## config.mk

```make
export PLATFORM = sky130hd
export DESIGN_NAME = encoder_trig_ctrl
export DESIGN_NICKNAME = d
export VERILOG_FILES = /design/src/rtl/encoder_trig_ctrl_pkg.sv /design/src/rtl/encoder_trig_ctrl_pos_cmp.sv /design/src/rtl/encoder_trig_ctrl.sv
export SDC_FILE = /design/constraint.sdc
export NUM_CORES = 1
export LEC_CHECK = 0
export BUFFER_PORTS_ARGS = -buffer_cell sky130_fd_sc_hd__buf_2
export CORE_UTILIZATION = 50
export DETAILED_ROUTE_END_ITERATION = 6
export PLACE_DENSITY = 0.74
export SETUP_SLACK_MARGIN = 0.4
export SLEW_MARGIN = 25
export SYNTH_ARGS = -nofsm -noshare
export SYNTH_HDL_FRONTEND = slang
export SYNTH_SLANG_ARGS = --single-unit
export TNS_END_PERCENT = 100
```

## constraint.sdc

```tcl
create_clock -name clk -period 6.25 [get_ports clk]
set_clock_uncertainty 0.15 [all_clocks]
set_input_delay 0.3125 -clock clk [delete_from_list [all_inputs] [get_ports clk]]
set_output_delay 0.3125 -clock clk [all_outputs]
set_load 0.01 [all_outputs]
```

## src/rtl/encoder_trig_ctrl_pkg.sv

```systemverilog
// Shared encodings for the encoder-position trigger controller.
// FSM states, abort reasons and the wrap-safe position comparison.
package encoder_trig_ctrl_pkg;

    localparam logic [2:0] ST_IDLE     = 3'd0;
    localparam logic [2:0] ST_SETTLE   = 3'd1;
    localparam logic [2:0] ST_WAIT_POS = 3'd2;
    localparam logic [2:0] ST_REQ      = 3'd3;
    localparam logic [2:0] ST_FINISH   = 3'd4;

    localparam logic [1:0] ABORT_NONE = 2'd0;
    localparam logic [1:0] ABORT_STOP = 2'd1;
    localparam logic [1:0] ABORT_ENC  = 2'd2;
    localparam logic [1:0] ABORT_OVR  = 2'd3;

    // True when pos is at or past target, judged by the sign of the modular
    // difference so the comparison survives counter wrap.
    function automatic logic pos_reached(input logic [31:0] pos, input logic [31:0] target);
        logic [31:0] diff;
        diff = pos - target;
        return ~diff[31];
    endfunction

endpackage

```

## src/rtl/encoder_trig_ctrl_pos_cmp.sv

```systemverilog
// Registered "pos reached target" comparator, signed and wrap-safe.
// One cycle of latency; result reflects the operands of the previous cycle.
module pos_cmp
    import encoder_trig_ctrl_pkg::*;
(
    input  logic        clk,
    input  logic        rst,
    input  logic [31:0] pos,
    input  logic [31:0] target,
    output logic        reached_q
);

    logic reached_d;

    always_comb begin
        reached_d = pos_reached(pos, target);
    end

    always_ff @(posedge clk) begin
        if (rst) begin
            reached_q <= 1'b0;
        end else begin
            reached_q <= reached_d;
        end
    end

endmodule

```

## src/rtl/encoder_trig_ctrl.sv

```systemverilog
// Scans the encoder position and issues num_trig acquisition triggers spaced
// by step, with settle delay, overrun detection and abort reporting.
module encoder_trig_ctrl
    import encoder_trig_ctrl_pkg::*;
#(
    parameter int SETTLE_CYC = 4
) (
    input  logic        clk,
    input  logic        rst,
    input  logic        start,
    input  logic        stop,
    input  logic [31:0] start_pos,
    input  logic [15:0] step,
    input  logic [15:0] num_trig,
    input  logic [31:0] enc_cnt,
    input  logic        enc_err,
    input  logic        trig_ack,
    output logic        capture_start,
    output logic        trig_req,
    output logic [15:0] trig_idx,
    output logic        busy,
    output logic        done_p,
    output logic [1:0]  abort_code
);

    localparam int CW = (SETTLE_CYC > 1) ? $clog2(SETTLE_CYC) : 1;
    localparam logic [CW-1:0] SETTLE_LAST = CW'(SETTLE_CYC - 1);

    logic [2:0]    state_q, state_d;
    logic [CW-1:0] settle_cnt_q, settle_cnt_d;
    logic [31:0]   next_pos_q, next_pos_d;
    logic [15:0]   step_q, step_d;
    logic [15:0]   num_q, num_d;
    logic [15:0]   trig_idx_q, trig_idx_d;
    logic [1:0]    abort_q, abort_d;
    logic          capture_q, capture_d;
    logic          trig_req_q, trig_req_d;
    logic          done_q, done_d;
    logic          trig_hit_q, ovr_hit_q, last_trig;
    logic [31:0]   ovr_pos;

    // Comparators look at next_pos_d so their registered result already
    // refers to the new target in the first cycle after it changes.
    assign ovr_pos = next_pos_d + {16'd0, step_q};

    pos_cmp u_trig_cmp (
        .clk       (clk),
        .rst       (rst),
        .pos       (enc_cnt),
        .target    (next_pos_d),
        .reached_q (trig_hit_q)
    );

    pos_cmp u_ovr_cmp (
        .clk       (clk),
        .rst       (rst),
        .pos       (enc_cnt),
        .target    (ovr_pos),
        .reached_q (ovr_hit_q)
    );

    assign last_trig = (trig_idx_q == num_q - 16'd1);

    always_comb begin
        state_d      = state_q;
        settle_cnt_d = settle_cnt_q;
        next_pos_d   = next_pos_q;
        step_d       = step_q;
        num_d        = num_q;
        trig_idx_d   = trig_idx_q;
        abort_d      = abort_q;
        case (state_q)
            ST_IDLE: begin
                if (start) begin
                    state_d      = ST_SETTLE;
                    settle_cnt_d = '0;
                    next_pos_d   = start_pos;
                    step_d       = step;
                    num_d        = num_trig;
                    trig_idx_d   = 16'd0;
                    abort_d      = ABORT_NONE;
                end
            end
            ST_SETTLE: begin
                if (stop) begin
                    state_d = ST_IDLE;
                    abort_d = ABORT_STOP;
                end else if (settle_cnt_q == SETTLE_LAST) begin
                    settle_cnt_d = '0;
                    state_d      = (num_q == 16'd0) ? ST_FINISH : ST_WAIT_POS;
                end else begin
                    settle_cnt_d = settle_cnt_q + 1'b1;
                end
            end
            ST_WAIT_POS: begin
                if (stop) begin
                    state_d = ST_IDLE;
                    abort_d = ABORT_STOP;
                end else if (enc_err) begin
                    state_d = ST_IDLE;
                    abort_d = ABORT_ENC;
                end else if (trig_hit_q) begin
                    state_d = ST_REQ;
                end
            end
            ST_REQ: begin
                // An ack always completes its handshake, even when the scan aborts.
                if (trig_ack) begin
                    next_pos_d = next_pos_q + {16'd0, step_q};
                    trig_idx_d = last_trig ? trig_idx_q : trig_idx_q + 16'd1;
                    state_d    = last_trig ? ST_FINISH : ST_WAIT_POS;
                end
                if (stop) begin
                    state_d = ST_IDLE;
                    abort_d = ABORT_STOP;
                end else if (enc_err) begin
                    state_d = ST_IDLE;
                    abort_d = ABORT_ENC;
                end else if (!trig_ack && ovr_hit_q && step_q != 16'd0) begin
                    // With step==0 every trigger shares one position; nothing can be overrun.
                    state_d = ST_IDLE;
                    abort_d = ABORT_OVR;
                end
            end
            ST_FINISH: begin
                state_d = ST_IDLE;
                if (stop) begin
                    abort_d = ABORT_STOP;
                end
            end
            default: state_d = ST_IDLE;
        endcase

        capture_d  = (state_d == ST_SETTLE) || (state_d == ST_WAIT_POS) || (state_d == ST_REQ);
        trig_req_d = (state_d == ST_REQ);
        done_d     = (state_q == ST_FINISH) && !stop;
    end

    always_ff @(posedge clk) begin
        if (rst) begin
            state_q      <= ST_IDLE;
            settle_cnt_q <= '0;
            next_pos_q   <= 32'd0;
            step_q       <= 16'd0;
            num_q        <= 16'd0;
            trig_idx_q   <= 16'd0;
            abort_q      <= ABORT_NONE;
            capture_q    <= 1'b0;
            trig_req_q   <= 1'b0;
            done_q       <= 1'b0;
        end else begin
            state_q      <= state_d;
            settle_cnt_q <= settle_cnt_d;
            next_pos_q   <= next_pos_d;
            step_q       <= step_d;
            num_q        <= num_d;
            trig_idx_q   <= trig_idx_d;
            abort_q      <= abort_d;
            capture_q    <= capture_d;
            trig_req_q   <= trig_req_d;
            done_q       <= done_d;
        end
    end

    assign capture_start = capture_q;
    assign trig_req      = trig_req_q;
    assign trig_idx      = trig_idx_q;
    assign busy          = (state_q != ST_IDLE);
    assign done_p        = done_q;
    assign abort_code    = abort_q;

endmodule
```

[Word level (Yosys, flattened, before mapping)]
Cells that the tools add are included.
Word-level totals
  bits of input ports: 102
  flip-flop bits (word level): 92
  output and inout port bits: 22
Operators by class
  multiplexer cells: 31
  eq/ne operators: 16
  add/subtract/negate cells: 7
  reduce and logical (&&, ||, !) cells: 19
  bitwise logic cells: 2
Operators with widths (count)
  adder 32 x 16 -> 32 bit: 2
  two-way mux 32 bit: 2
  case mux 32 bit (2 select lines): 1
  subtractor 32 bit: 2
  two-way mux 16 bit: 3
  two-way mux 3 bit: 12
  case mux 16 bit (2 select lines): 1
  two-way mux 2 bit: 9
  adder 16 x 1 -> 16 bit (second input constant): 1
  equality test 16 bit: 1
  zero test 16 bit: 1
  nonzero test 16 bit: 1
  subtractor 16 x 1 -> 16 bit (second input constant): 1
  equality test 3 x 2 -> 1 bit (second input constant): 4
  case mux 3 bit (4 select lines): 1
  inequality test 2 bit (second input constant): 4
  case mux 2 bit (4 select lines): 1
  equality test 3 x 1 -> 1 bit (second input constant): 2
  AND reduction 5 bit: 1
  inequality test 4 bit (second input constant): 1
  case mux 2 bit (2 select lines): 1
  AND reduction 4 bit: 1
  nonzero test 2 bit: 2
  nonzero test 4 bit: 1
  other kinds (14): 19

[Logic depth before layout (Yosys ltp)]
Gate-level depths: netlist of run 1.
  word-level depth: 11
  gate-level depth with buffers: 22
  gate-level depth less buffers: 21

[Hierarchy]
A second synthesis of run 1 with hierarchy kept.
Second synthesis, totals
  cell total of the unflattened synthesis: 1160
  area, all modules: 8663.3 um2
Modules (own cells, without submodules)
  encoder_trig_ctrl: area each 7043.0 um2, times used 1, cells an instance 935
  pos_cmp at u_trig_cmp: area each 813.3 um2, times used 1, cells an instance 112
  pos_cmp at u_ovr_cmp: area each 807.0 um2, times used 1, cells an instance 113

[Worst setup path after synthesis of run 1]
No wires, ideal clock.
  kind: flip-flop to flip-flop
  from: register step_q[0]
  to: register u_ovr_cmp.reached_q
  setup slack: 1400 ps
  arrival: 4635 ps
  required time: 6035 ps
  library setup time: 65 ps
  buffers on the path: 1
  stages on the path, launching flop included: 23
  cell sequence: dfxtp_1 > ha_1 > fa_1 > a21o_1 > a21oi_1 > o21bai_1 > and4_1 > or2_2 > clkbuf_1 > xor2_1 > a221oi_1 > inv_1 > fa_1 > inv_1 > ha_1 > nand4_1 > a211oi_1 > o21a_1 > nor3_1 > o31a_1 > o21ai_0 > xnor3_1 > nor2_1
On the way
  cells in the longest elaborated chain, start to end: 6
RTL lines
  from (decl): RTL line encoder_trig_ctrl.sv:32  | logic [15:0] step_q, step_d;
  from (signal assigned): RTL line encoder_trig_ctrl.sv:155  | step_q <= step_d;
  adder 32 x 16 -> 32 bit: RTL line encoder_trig_ctrl.sv:109  | next_pos_d = next_pos_q + {16'd0, step_q};
  two-way mux 32 bit: RTL line encoder_trig_ctrl.sv:108  | if (trig_ack) begin
  case mux 32 bit (2 select lines): RTL line encoder_trig_ctrl.sv:72  | case (state_q)
  net next_pos_d[10]: RTL line encoder_trig_ctrl.sv:31  | logic [31:0] next_pos_q, next_pos_d;
  adder 32 x 16 -> 32 bit: RTL line encoder_trig_ctrl.sv:44  | assign ovr_pos = next_pos_d + {16'd0, step_q};
  subtractor 32 bit: RTL line encoder_trig_ctrl_pkg.sv:20  | diff = pos - target;
  NOT 1 bit: RTL line encoder_trig_ctrl_pkg.sv:21  | return ~diff[31];
  to (signal assigned): RTL line encoder_trig_ctrl_pos_cmp.sv:23  | reached_q <= reached_d;
  to (decl): RTL line encoder_trig_ctrl_pos_cmp.sv:10  | output logic reached_q
The timed path passes the listed nets, and every way through them passes these cells.
A chain may end at the register's enable or synchronous reset.

[Final worst setup path of run 1]
Ends and elaborated chain as after synthesis.

==> results.py, run 1 <==
metrics = {
    "cts": {
        "postCtsSetupRepairBufs": 0,
        "cts_hold_buffers": 0,
        "tritoncts_clock_tree": "built",
        "cts_num_sinks": 92,
        "post_cts_resized": 0,
        "root_buffer": "sky130_fd_sc_hd__clkbuf_16",
        "cts_made_buffers": 9,
        "worst_skew_pair.late_latency_ns": 0.36,
        "clock_tree.buffer_depth": 2,
        "cts_max_level": 3,
        "cts.reportedPaths.clkPinSlew_ns": 0.07,
    },
    "grt": {
        "grt_overflow_total": 0,
        "pin_count_of_the_biggest_net_entering_global_routing": 76,
        "grt_usage_pct": 26.9,
        "grt_first_pass_wirelength_um": 35100,
        "number_of_antenna_violations_at_the_first_check_in_global_routing": 1,
        "number_of_global_route_vias_before_repair": 7369,
    },
    "route": {
        "route.top_layer_used": "met4",
        "remaining_drc_errors": 0,
        "detail_route.vias_per_cell": 5.75,
        "route.layer.met1.wl_um": 9760,
        "met2_length_um": 9770,
        "route.detailed.wl_per_inst_um": 16.0,
        "drt_pass1_iterations": 7,
        "initialDrtViolationCount": 665,
        "detail_route.wirelength_um": 21400,
        "routed-via-count": 7698,
        "drt.antenna.violating_nets": 0,
        "met3WireLength_um": 1300,
    },
    "yosys": {
        "seq_area_frac_synth_pct": 23.1,
        "post_synth_inst_count": 1032,
        "number_of_enable_flip_flop_cells_after_synthesis": 0,
        "synth.largest_area_cell": "sky130_fd_sc_hd__dfxtp_1",
        "ys_dominant_reg_cell": "sky130_fd_sc_hd__dfxtp_1",
        "async_flop_share_pct": 0,
        "synth_area_leaders": "sky130_fd_sc_hd__dfxtp_1, sky130_fd_sc_hd__ha_1, sky130_fd_sc_hd__inv_1",
        "synth.cell_area_um2": 7980,
        "yosys.area.top_type_share_pct": 23.1,
        "synthesis.yosys.warnings": 0,
        "syn-mean-instance-area_um2": 7.73,
        "netlist-cell-type-count": 78,
        "post_synthesis_net_count": 1245,
        "ys_seq_elements": 92,
    },
    "cells_and_area": {
        "drive_above_1_share_pct": 14.2,
        "fillerInstances": 1444,
        "postLayoutCoreUtil_pct": 58.8,
        "layout.cells.most_common": "sky130_fd_sc_hd__buf_2",
        "post_layout_net_count": 1336,
        "layout-area-overhead-vs-synth_pct": 13.3,
        "ff_latch_area_um2": 1840,
        "commonest_cells_after_routing_fill_and_taps_aside": "sky130_fd_sc_hd__buf_2, sky130_fd_sc_hd__inv_1, sky130_fd_sc_hd__nand2_1",
        "combined_area_of_the_multi_input_logic_cells_um2": 5510,
        "stdcell_area_um2": 9030,
        "antennaDiodeCount": 0,
    },
    "worst_setup_path": {
        "crit_start": "step_q[0]$_SDFFE_PP0P_",
        "rr_startpoint": "step_q[0]$_SDFFE_PP0P_",
        "highest_net_fanout_along_the_worst_path": 6,
        "cp.arrival_ns": 5.45,
        "worstSetupStartpointType": "flop",
        "critPathKind": "reg2reg",
        "worst_ep_required_time_ns": 6.39,
        "worst_setup_path_end_kind": "flop",
    },
    "pwr": {
        "vdd_drop_max_mv": 0.132,
        "power.leakage_nw": 4.18,
        "pwr_density_cell_nw_per_um2": 193,
    },
    "floorplan": {
        "die_w_um": 128,
        "floorplan_die_area_um2": 16500,
        "floorplan.core_area_um2": 15400,
        "initial_core_util_pct": 51.9,
        "die_y_um": 128,
        "placementRows": 45,
        "pin_count": 124,
    },
    "timing": {
        "unrepaired_setup_endpoints_after_global_routing": "no",
        "slew_headroom_pct": 36.0,
        "slew_viol_final": 0,
        "final.setup.worst_slack_ns": 0.939,
        "report.final.hold_viol_count": 0,
        "layout_worst_path_cycle_share_pct": 85.0,
        "finalWorstPathRequiredPeriod_ns": 5.31,
        "timing.setup.tns_ns": 0,
        "max_clock_freq_ghz": 0.188,
        "tightest_slew_ns": 0.936,
        "report.final.setup_viol": 0,
    },
    "flow_run": {
        "maxCapViolations": 0,
    },
    "place": {
        "number_of_buffers_inserted_by_port_buffering": 123,
        "place_area_um2": 8720,
        "detailedPlacementHpwl_um": 16100,
        "setup_ws_pre_cts_ns": 0.953,
        "gp_congestion": 0.884,
    },
    "hold_path": {
        "worst_hold_startpoint": "num_trig[0]",
        "timing.hold.worst.class": "in2reg",
    },
    "run_status": {
        "status": "finished, final reports clean",
    },
}
stage by stage:
step           power [mW]  cells  hold slack, ns
2_1_floorplan        1.02   1032           0.298
3_3_place_gp         1.16   1323           0.306
3_5_place_dp         1.17   1323           0.311
4_1_cts              1.75   1339          0.0299
5_1_grt              1.86   1339          0.0408
6_report             1.75   1339          0.0301
power breakdown:
group	leakage [nW]	internal (mW)	switching (mW)	total [mW]
Combinational	3.28	0.219	0.291	0.510
Sequential	0.753	0.617	0.0380	0.655
Clock	0.145	0.317	0.266	0.583
final cells by class:
cell class                 count  area share (%)
inverter                     120            4.99
multi-input combinational    773            61.0
timing repair buffer         127            7.29
clock buffer                   9            2.49
tap                          211            2.92
sequential                    92            20.4
clock inverter                 7           0.914
critical path: stages (launching register included):
cell	delay, ns
sky130_fd_sc_hd__dfxtp_1	0.34
sky130_fd_sc_hd__ha_1	0.23
sky130_fd_sc_hd__fa_1	0.41
sky130_fd_sc_hd__a21o_1	0.17
sky130_fd_sc_hd__a21oi_1	0.21
sky130_fd_sc_hd__o21bai_1	0.15
sky130_fd_sc_hd__and4_1	0.27
sky130_fd_sc_hd__or2_2	0.38
sky130_fd_sc_hd__xor2_1	0.16
sky130_fd_sc_hd__a221oi_1	0.41
sky130_fd_sc_hd__inv_1	0.12
sky130_fd_sc_hd__fa_1	0.50
sky130_fd_sc_hd__inv_1	0.05
sky130_fd_sc_hd__ha_1	0.31
sky130_fd_sc_hd__nand4_1	0.11
sky130_fd_sc_hd__a211oi_1	0.23
sky130_fd_sc_hd__o21a_1	0.16
sky130_fd_sc_hd__nor3_1	0.07
sky130_fd_sc_hd__o31a_1	0.28
sky130_fd_sc_hd__o21ai_0	0.20
sky130_fd_sc_hd__xnor3_1	0.26
sky130_fd_sc_hd__nor2_1	0.09
metal layers:
metal	track usage [%]	vias up
li1	-	3844
met1	34.6	3551
met2	44.6	255
met3	4.55	48
met4	11.3	0
met5	0	-
flip-flops by register name, indices dropped and copies added (netlist names), 2 cells and up:
register      cells
abort_code        2
num_q            16
trig_idx         16
step_q           16
state_q           3
next_pos_q       32
settle_cnt_q      2
synth_stat cells (18+ instances only):
master                       n
sky130_fd_sc_hd__inv_1     120
sky130_fd_sc_hd__nand2_1   113
sky130_fd_sc_hd__ha_1       96
sky130_fd_sc_hd__dfxtp_1    92
sky130_fd_sc_hd__a21oi_1    87
sky130_fd_sc_hd__nor2_1     82
sky130_fd_sc_hd__clkbuf_1   38
sky130_fd_sc_hd__o21ai_0    34
sky130_fd_sc_hd__nand3_1    27
sky130_fd_sc_hd__nor3_1     22
sky130_fd_sc_hd__xnor2_1    22
sky130_fd_sc_hd__xor2_1     19
sky130_fd_sc_hd__nand4_1    18
final timing paths:
kind / endpoint / slack [ns] / cells past startpoint
worst min-delay path: num_q[0]$_SDFFE_PP0P_ / 0.03 / 3
worst max-delay path: u_ovr_cmp.reached_q$_SDFF_PP0_ / 0.94 / 21
worst max register to register: u_ovr_cmp.reached_q$_SDFF_PP0_ / 0.94 / 21
worst min register to register: abort_code[1]$_SDFFE_PP0P_ / 0.32 / 2
logic make-up after synthesis:
logic type | Yosys count | share of synthesized area, %
AND/OR/NAND/NOR | 348 | 21.7
AO/OA/AOI/OAI | 265 | 22.7
buffers and inverters | 167 | 8.02
adder cells (fa/ha/maj) | 111 | 18.8
flip-flops | 92 | 23.1
XOR/XNOR | 42 | 4.78
multiplexers | 7 | 0.894
Power figures use the tool's default switching activity.
==> run 2: changes to the inputs <==
Settings changed: ABC_AREA from default to 1, PLACE_DENSITY 0.74 to 0.76.
Clock period 6.25 ns to 4.67 ns, I/O delays scaled along.
==> run 2 against run 1 <==
  * Synthesized cell count rose by 19%
  * Highest routed layer unchanged
  * Register-to-register slack got worse by 0.40 ns
  * Critical path depth rose by 1
==> results.py, run 2 <==
metrics = {
    "worst_setup_path": {
        "worst_ep_required_time_ns": 4.78,
        "worstPathCellList": "ha_1 -> a21oi_2 -> nand2_2 -> a21oi_4 -> inv_1 -> a21oi_1 -> xor2_1 -> nor2_1 -> a221oi_2 -> inv_1 -> fa_1 -> inv_1 -> ha_1 -> inv_1 -> o31ai_2 -> a21oi_1 -> nor2_1 -> o21ai_1 -> nand2_1 -> nand3_1 -> nand2_1 -> nor2_1",
        "worst_path_largest_cell_delay_ns": 0.52,
        "highest_net_fanout_along_the_worst_path": 5,
        "critPathKind": "reg2reg",
        "worstSetupStartpointType": "flop",
        "crit_slowest_cell": "sky130_fd_sc_hd__fa_1",
        "worst_setup_path_end_kind": "flop",
        "worst_path_most_repeated_cell": "sky130_fd_sc_hd__inv_1",
        "cp.arrival_ns": 4.24,
    },
    "run_status": {
        "status": "finished, final reports clean",
    },
    "place": {
        "number_of_buffers_inserted_by_port_buffering": 123,
        "gp_congestion": 0.949,
        "detailedPlacementHpwl_um": 19200,
        "dpl.cell_count": 1554,
    },
    "timing": {
        "tightest_slew_ns": 0.935,
        "slew_headroom_pct": 37.6,
        "slew_viol_final": 0,
        "layout_worst_path_cycle_share_pct": 88.4,
        "report.final.setup_viol": 0,
        "unrepaired_setup_endpoints_after_global_routing": "no",
        "timing.setup.tns_ns": 0,
        "max_clock_freq_ghz": 0.242,
        "finalWorstPathRequiredPeriod_ns": 4.13,
        "report.final.hold_viol_count": 0,
    },
    "yosys": {
        "netlist-cell-type-count": 51,
        "ys_dominant_reg_cell": "sky130_fd_sc_hd__dfxtp_1",
        "seq_area_frac_synth_pct": 22.2,
        "async_flop_share_pct": 0,
        "post_synthesis_net_count": 1446,
        "number_of_enable_flip_flop_cells_after_synthesis": 0,
        "netlist_top_cells_count": "sky130_fd_sc_hd__nand2_1, sky130_fd_sc_hd__inv_1, sky130_fd_sc_hd__nor2_1, sky130_fd_sc_hd__a21oi_1, sky130_fd_sc_hd__ha_1",
        "post_synth_inst_count": 1233,
        "synth.largest_area_cell": "sky130_fd_sc_hd__dfxtp_1",
        "ys_seq_elements": 92,
        "synth_area_leaders": "sky130_fd_sc_hd__dfxtp_1, sky130_fd_sc_hd__ha_1, sky130_fd_sc_hd__nand2_1",
        "yosys.area.top_type_share_pct": 22.2,
        "synth.cell_area_um2": 8290,
        "synth.most_common_cell": "sky130_fd_sc_hd__nand2_1",
        "synthesis.yosys.warnings": 0,
        "syn-mean-instance-area_um2": 6.72,
    },
    "cts": {
        "cts_max_level": 3,
        "cts_made_buffers": 9,
        "cts_num_sinks": 92,
        "tritoncts_clock_tree": "built",
        "cts.reportedPaths.clkPinSlew_ns": 0.08,
        "clock_tree.buffer_depth": 2,
        "root_buffer": "sky130_fd_sc_hd__clkbuf_16",
        "worst_skew_pair.late_latency_ns": 0.36,
    },
    "grt": {
        "grt_first_pass_wirelength_um": 39800,
        "number_of_antenna_violations_at_the_first_check_in_global_routing": 0,
        "grt_overflow_total": 0,
        "number_of_global_route_vias_before_repair": 7877,
        "pin_count_of_the_biggest_net_entering_global_routing": 58,
        "grt_usage_pct": 30.3,
    },
    "route": {
        "detail_route.vias_per_cell": 5.51,
        "routed-via-count": 8806,
        "detail_route.wirelength_um": 25800,
        "route.detailed.wl_per_inst_um": 16.2,
        "initialDrtViolationCount": 899,
        "remaining_drc_errors": 0,
        "drt_pass1_iterations": 6,
        "drt.antenna.violating_nets": 0,
    },
    "floorplan": {
        "floorplan_die_area_um2": 17100,
        "initial_core_util_pct": 51.6,
        "pin_count": 124,
        "floorplan.core_area_um2": 16100,
        "die_y_um": 131,
        "placementRows": 46,
        "die_w_um": 131,
    },
    "cells_and_area": {
        "drive_above_1_share_pct": 18.9,
        "top_register": "next_pos_q",
        "fin_cells": 1597,
        "post_layout_net_count": 1589,
        "fillerInstances": 1469,
        "antennaDiodeCount": 0,
        "layout-area-overhead-vs-synth_pct": 21.5,
        "largest_register_ffs": 32,
        "commonest_cells_after_routing_fill_and_taps_aside": "sky130_fd_sc_hd__nand2_1, sky130_fd_sc_hd__inv_1, sky130_fd_sc_hd__buf_2",
        "layout.cells.most_common": "sky130_fd_sc_hd__nand2_1",
    },
    "hold_path": {
        "timing.hold.worst.class": "in2reg",
    },
    "pwr": {
        "power.leakage_nw": 4.82,
        "pwr_density_cell_nw_per_um2": 262,
        "vdd_drop_max_mv": 0.171,
    },
    "flow_run": {
        "maxCapViolations": 0,
    },
}
run 2: changes by cell type after synthesis, moves of 23 or more:
cell                      change
sky130_fd_sc_hd__nand3_1     +32
sky130_fd_sc_hd__o21ai_0     +23
sky130_fd_sc_hd__nor2_1      +36
sky130_fd_sc_hd__inv_1       +81
sky130_fd_sc_hd__nand2_1    +144
run 2: final timing paths:
kind                                                       end                   start  slack, ns  depth (start not counted)
worst max-delay path            u_ovr_cmp.reached_q$_SDFF_PP0_  step_q[2]$_SDFFE_PP0P_       0.54                         22
worst min register to register          num_q[14]$_SDFFE_PP0P_  num_q[14]$_SDFFE_PP0P_       0.34                          2
worst min-delay path                     num_q[0]$_SDFFE_PP0P_             num_trig[0]      0.005                          3
worst max register to register  u_ovr_cmp.reached_q$_SDFF_PP0_  step_q[2]$_SDFFE_PP0P_       0.54                         22
run 2: area by class of cell:
| class | count | area [um^2] | area share (%) |
|---|---|---|---|
| Clock buffer | 9 | 225 | 2.24 |
| Clock inverter | 7 | 93.8 | 0.932 |
| Inverter | 206 | 773 | 7.68 |
| Multi-Input combinational cell | 903 | 5880 | 58.4 |
| Sequential cell | 92 | 1850 | 18.4 |
| Tap cell | 216 | 270 | 2.68 |
| Timing Repair Buffer | 164 | 970 | 9.63 |
run 2: where the power goes:
group          leakage, nW  switching (mW)  internal [mW]
Clock                0.153           0.376          0.431
Sequential           0.759          0.0651          0.837
Combinational         3.90           0.556          0.374
run 2: worst max-delay path: cells and delay by family (launching register included):
family / cells / cell delay (ns)
xor gates and xnor gates: 1 / 0.15
and+or+nand+nor: 7 / 0.69
DFF: 1 / 0.36
AOI/OAI and AO/OA: 7 / 1.23
adders and majority gates: 3 / 1.14
buffers and inverters: 4 / 0.29
run 2: through the flow:
step	util, %	cell area [um^2]	hold slack (ns)	power, mW	setup slack, ns
final	62.7	10100	0.00523	2.64	0.541
after global routing	62.7	10100	0.00856	2.80	0.285
after CTS	60.3	9680	0.00373	2.56	0.415
after detailed placement	56.9	9140	0.334	1.74	0.256
after global placement	56.9	9140	0.328	1.73	0.379
after floorplan	-	8290	0.156	1.50	0.848
run 2: routing by layer:
| layer | vias to the layer above | routed length [um] | GRT usage (%) |
|---|---|---|---|
| met5 | - | 0 | 0 |
| met4 | 0 | 1010 | 13.7 |
| met3 | 68 | 1550 | 2.97 |
| met2 | 389 | 11500 | 47.7 |
| met1 | 4006 | 11700 | 41.8 |
| li1 | 4343 | - | - |
run 2: logic make-up (layout without fill, tap and decap cells):
logic type,Yosys count,count (layout),share of synthesized area [%]
xor gates and xnor gates,40,40,4.39
buffers and inverters,238,386,11.0
and+or+nand+nor,505,505,26.3
DFF,92,92,22.2
adders and majority gates,111,111,18.1
AOI/OAI and AO/OA,247,247,18.0
run 2: timing repair:
action	4_1_cts	5_1_grt
buffers inserted	5	5
hold buffers	17	0
pin swaps	5	17
endpoints found under the hold margin	17	0
setup endpoints to repair	1	2
gates resized for setup	5	77
==> run 3: changes to the inputs <==
Settings changed: CAP_MARGIN from default to 20, CORE_UTILIZATION 50 to 30, PLACE_DENSITY 0.76 to 0.51.
==> run 3 against run 2 <==
  * The run now ends with hold timing left
  * Maximum frequency up 1.5%
  * Via count is 3.3% lower
  * Sequential share of layout area down 0.45 points
  * Non-clock buffer count grew 4
  * Register-to-register slack better by 0.06 ns
  * Critical endpoint unchanged
  * Highest routed layer unchanged
==> results.py, run 3 (synthesized netlist as in run 2, its figures left out) <==
metrics = {
    "floorplan": {
        "pin_count": 124,
        "die_w_um": 168,
        "floorplan.core_area_um2": 27000,
        "die_y_um": 168,
        "initial_core_util_pct": 30.7,
        "floorplan_die_area_um2": 28300,
        "placementRows": 60,
    },
    "timing": {
        "slew_viol_final": 0,
        "timing.setup.tns_ns": 0,
        "final.setup.worst_slack_ns": 0.604,
        "slew_headroom_pct": 36.8,
        "finalWorstPathRequiredPeriod_ns": 4.07,
        "fin_worst_hold_slack_ns": -0.00833,
        "report.final.setup_viol": 0,
        "tightest_slew_ns": 0.943,
        "max_clock_freq_ghz": 0.246,
        "unrepaired_setup_endpoints_after_global_routing": "no",
        "report.final.hold_viol_count": 1,
        "layout_worst_path_cycle_share_pct": 87.1,
    },
    "worst_setup_path": {
        "worstSetupStartpointType": "flop",
        "highest_net_fanout_along_the_worst_path": 3,
        "cp.arrival_ns": 4.20,
        "critPathKind": "reg2reg",
        "timing.reg2reg.worst_path_depth": 20,
        "worst_setup_path_end_kind": "flop",
        "worst_ep_required_time_ns": 4.80,
        "worst_setup_slack_for_register_to_register_paths_ns": 0.60,
    },
    "cts": {
        "root_buffer": "sky130_fd_sc_hd__clkbuf_16",
        "cts_made_buffers": 9,
        "cts.reportedPaths.clkPinSlew_ns": 0.07,
        "tritoncts_clock_tree": "built",
        "clock_tree.buffer_depth": 2,
        "cts_max_level": 3,
        "cts_num_sinks": 92,
        "worst_skew_pair.late_latency_ns": 0.35,
    },
    "cells_and_area": {
        "drive_above_1_share_pct": 21.3,
        "top_register": "next_pos_q",
        "largest_register_ffs": 32,
        "antennaDiodeCount": 0,
        "post_layout_net_count": 1593,
        "commonest_cells_after_routing_fill_and_taps_aside": "sky130_fd_sc_hd__nand2_1, sky130_fd_sc_hd__inv_1, sky130_fd_sc_hd__buf_2",
        "layout.cells.most_common": "sky130_fd_sc_hd__nand2_1",
        "layout-area-overhead-vs-synth_pct": 24.4,
    },
    "grt": {
        "number_of_global_route_vias_before_repair": 8003,
        "number_of_antenna_violations_at_the_first_check_in_global_routing": 0,
        "grt_first_pass_wirelength_um": 42800,
        "grt_overflow_total": 0,
        "pin_count_of_the_biggest_net_entering_global_routing": 64,
        "grt_usage_pct": 19.2,
    },
    "route": {
        "routed-via-count": 8516,
        "detail_route.wirelength_um": 27100,
        "detail_route.vias_per_cell": 4.93,
        "initialDrtViolationCount": 535,
        "remaining_drc_errors": 0,
        "drt_pass1_iterations": 5,
        "drt.antenna.violating_nets": 0,
        "route.detailed.wl_per_inst_um": 15.7,
    },
    "place": {
        "setup_ws_pre_cts_ns": 0.0818,
        "number_of_buffers_inserted_by_port_buffering": 123,
        "gp_congestion": 0.868,
        "detailedPlacementHpwl_um": 21100,
    },
    "pwr": {
        "total_power_mw": 2.60,
        "vdd_drop_max_mv": 0.171,
        "power.leakage_nw": 4.82,
        "pwr_density_cell_nw_per_um2": 252,
    },
    "run_status": {
        "violations_in_the_final_reports": "hold timing",
        "status": "finished with violations",
    },
    "hold_path": {
        "timing.hold.worst_path_depth": 3,
        "timing.hold.worst.class": "in2reg",
    },
    "flow_run": {
        "maxCapViolations": 0,
    },
}
[run 3: area by class of cell]
type / count / area, um^2
clock buffer: 11 / 243
clock inverter: 5 / 43.8
fill: 2929 / 16700
inverter: 206 / 773
multi-input combinational: 903 / 5980
sequential: 92 / 1850
tap: 341 / 427
timing repair buffer: 168 / 987
[run 3: metal layers]
layer | GRT usage, % | up-vias | routed length [um]
li1 | - | 4355 | -
met1 | 26.8 | 3927 | 13600
met2 | 30.4 | 194 | 11700
met3 | 2.14 | 40 | 1060
met4 | 6.92 | 0 | 764
met5 | 0 | - | 0
[run 3: path summary, 6_finish.rpt]
check,from,endpoint
worst max-delay path,step_q[0]$_SDFFE_PP0P_,u_ovr_cmp.reached_q$_SDFF_PP0_
worst min-delay path,step[10],step_q[10]$_SDFFE_PP0P_
worst max register to register,step_q[0]$_SDFFE_PP0P_,u_ovr_cmp.reached_q$_SDFF_PP0_
worst min register to register,num_q[1]$_SDFFE_PP0P_,num_q[1]$_SDFFE_PP0P_
[run 3: power by group]
| group | internal (mW) | switching, mW | total [mW] |
|---|---|---|---|
| combinational | 0.391 | 0.570 | 0.961 |
| sequential | 0.836 | 0.0615 | 0.898 |
| clock | 0.386 | 0.356 | 0.742 |
| total | 1.61 | 0.987 | 2.60 |
[run 3: worst max-delay path: stages, from the launching register on]
cell                       delay [ns]
sky130_fd_sc_hd__dfxtp_4         0.36
sky130_fd_sc_hd__ha_4            0.16
sky130_fd_sc_hd__fa_2            0.39
sky130_fd_sc_hd__nand3_2         0.07
sky130_fd_sc_hd__nand2_2         0.08
sky130_fd_sc_hd__a21oi_4         0.18
sky130_fd_sc_hd__buf_4           0.14
sky130_fd_sc_hd__buf_4           0.10
sky130_fd_sc_hd__xor2_1          0.07
sky130_fd_sc_hd__a221oi_2        0.36
sky130_fd_sc_hd__fa_1            0.48
sky130_fd_sc_hd__ha_1            0.36
sky130_fd_sc_hd__a21oi_2         0.18
sky130_fd_sc_hd__o221ai_2        0.13
sky130_fd_sc_hd__a21oi_2         0.23
sky130_fd_sc_hd__nor2_2          0.08
sky130_fd_sc_hd__o21ai_2         0.13
sky130_fd_sc_hd__nand2_1         0.08
sky130_fd_sc_hd__nand3_1         0.08
sky130_fd_sc_hd__nand2_1         0.05
sky130_fd_sc_hd__nor2_1          0.14
[run 3: stage by stage]
step	cell area [um^2]	cells	utilization, %
after global placement	9350	1685	34.6
after CTS	9820	1716	36.3
after global routing	10300	1726	38.1
after detailed placement	9350	1685	34.6
after floorplan	8290	1233	-
final	10300	1726	38.1
[run 3: repair_timing]
action,4_1_cts,5_1_grt
buffers inserted,3,10
hold buffers,12,0
hold endpoints to repair,12,0
pin swaps,5,19
endpoints found under the setup margin,1,2
resized for setup,14,95
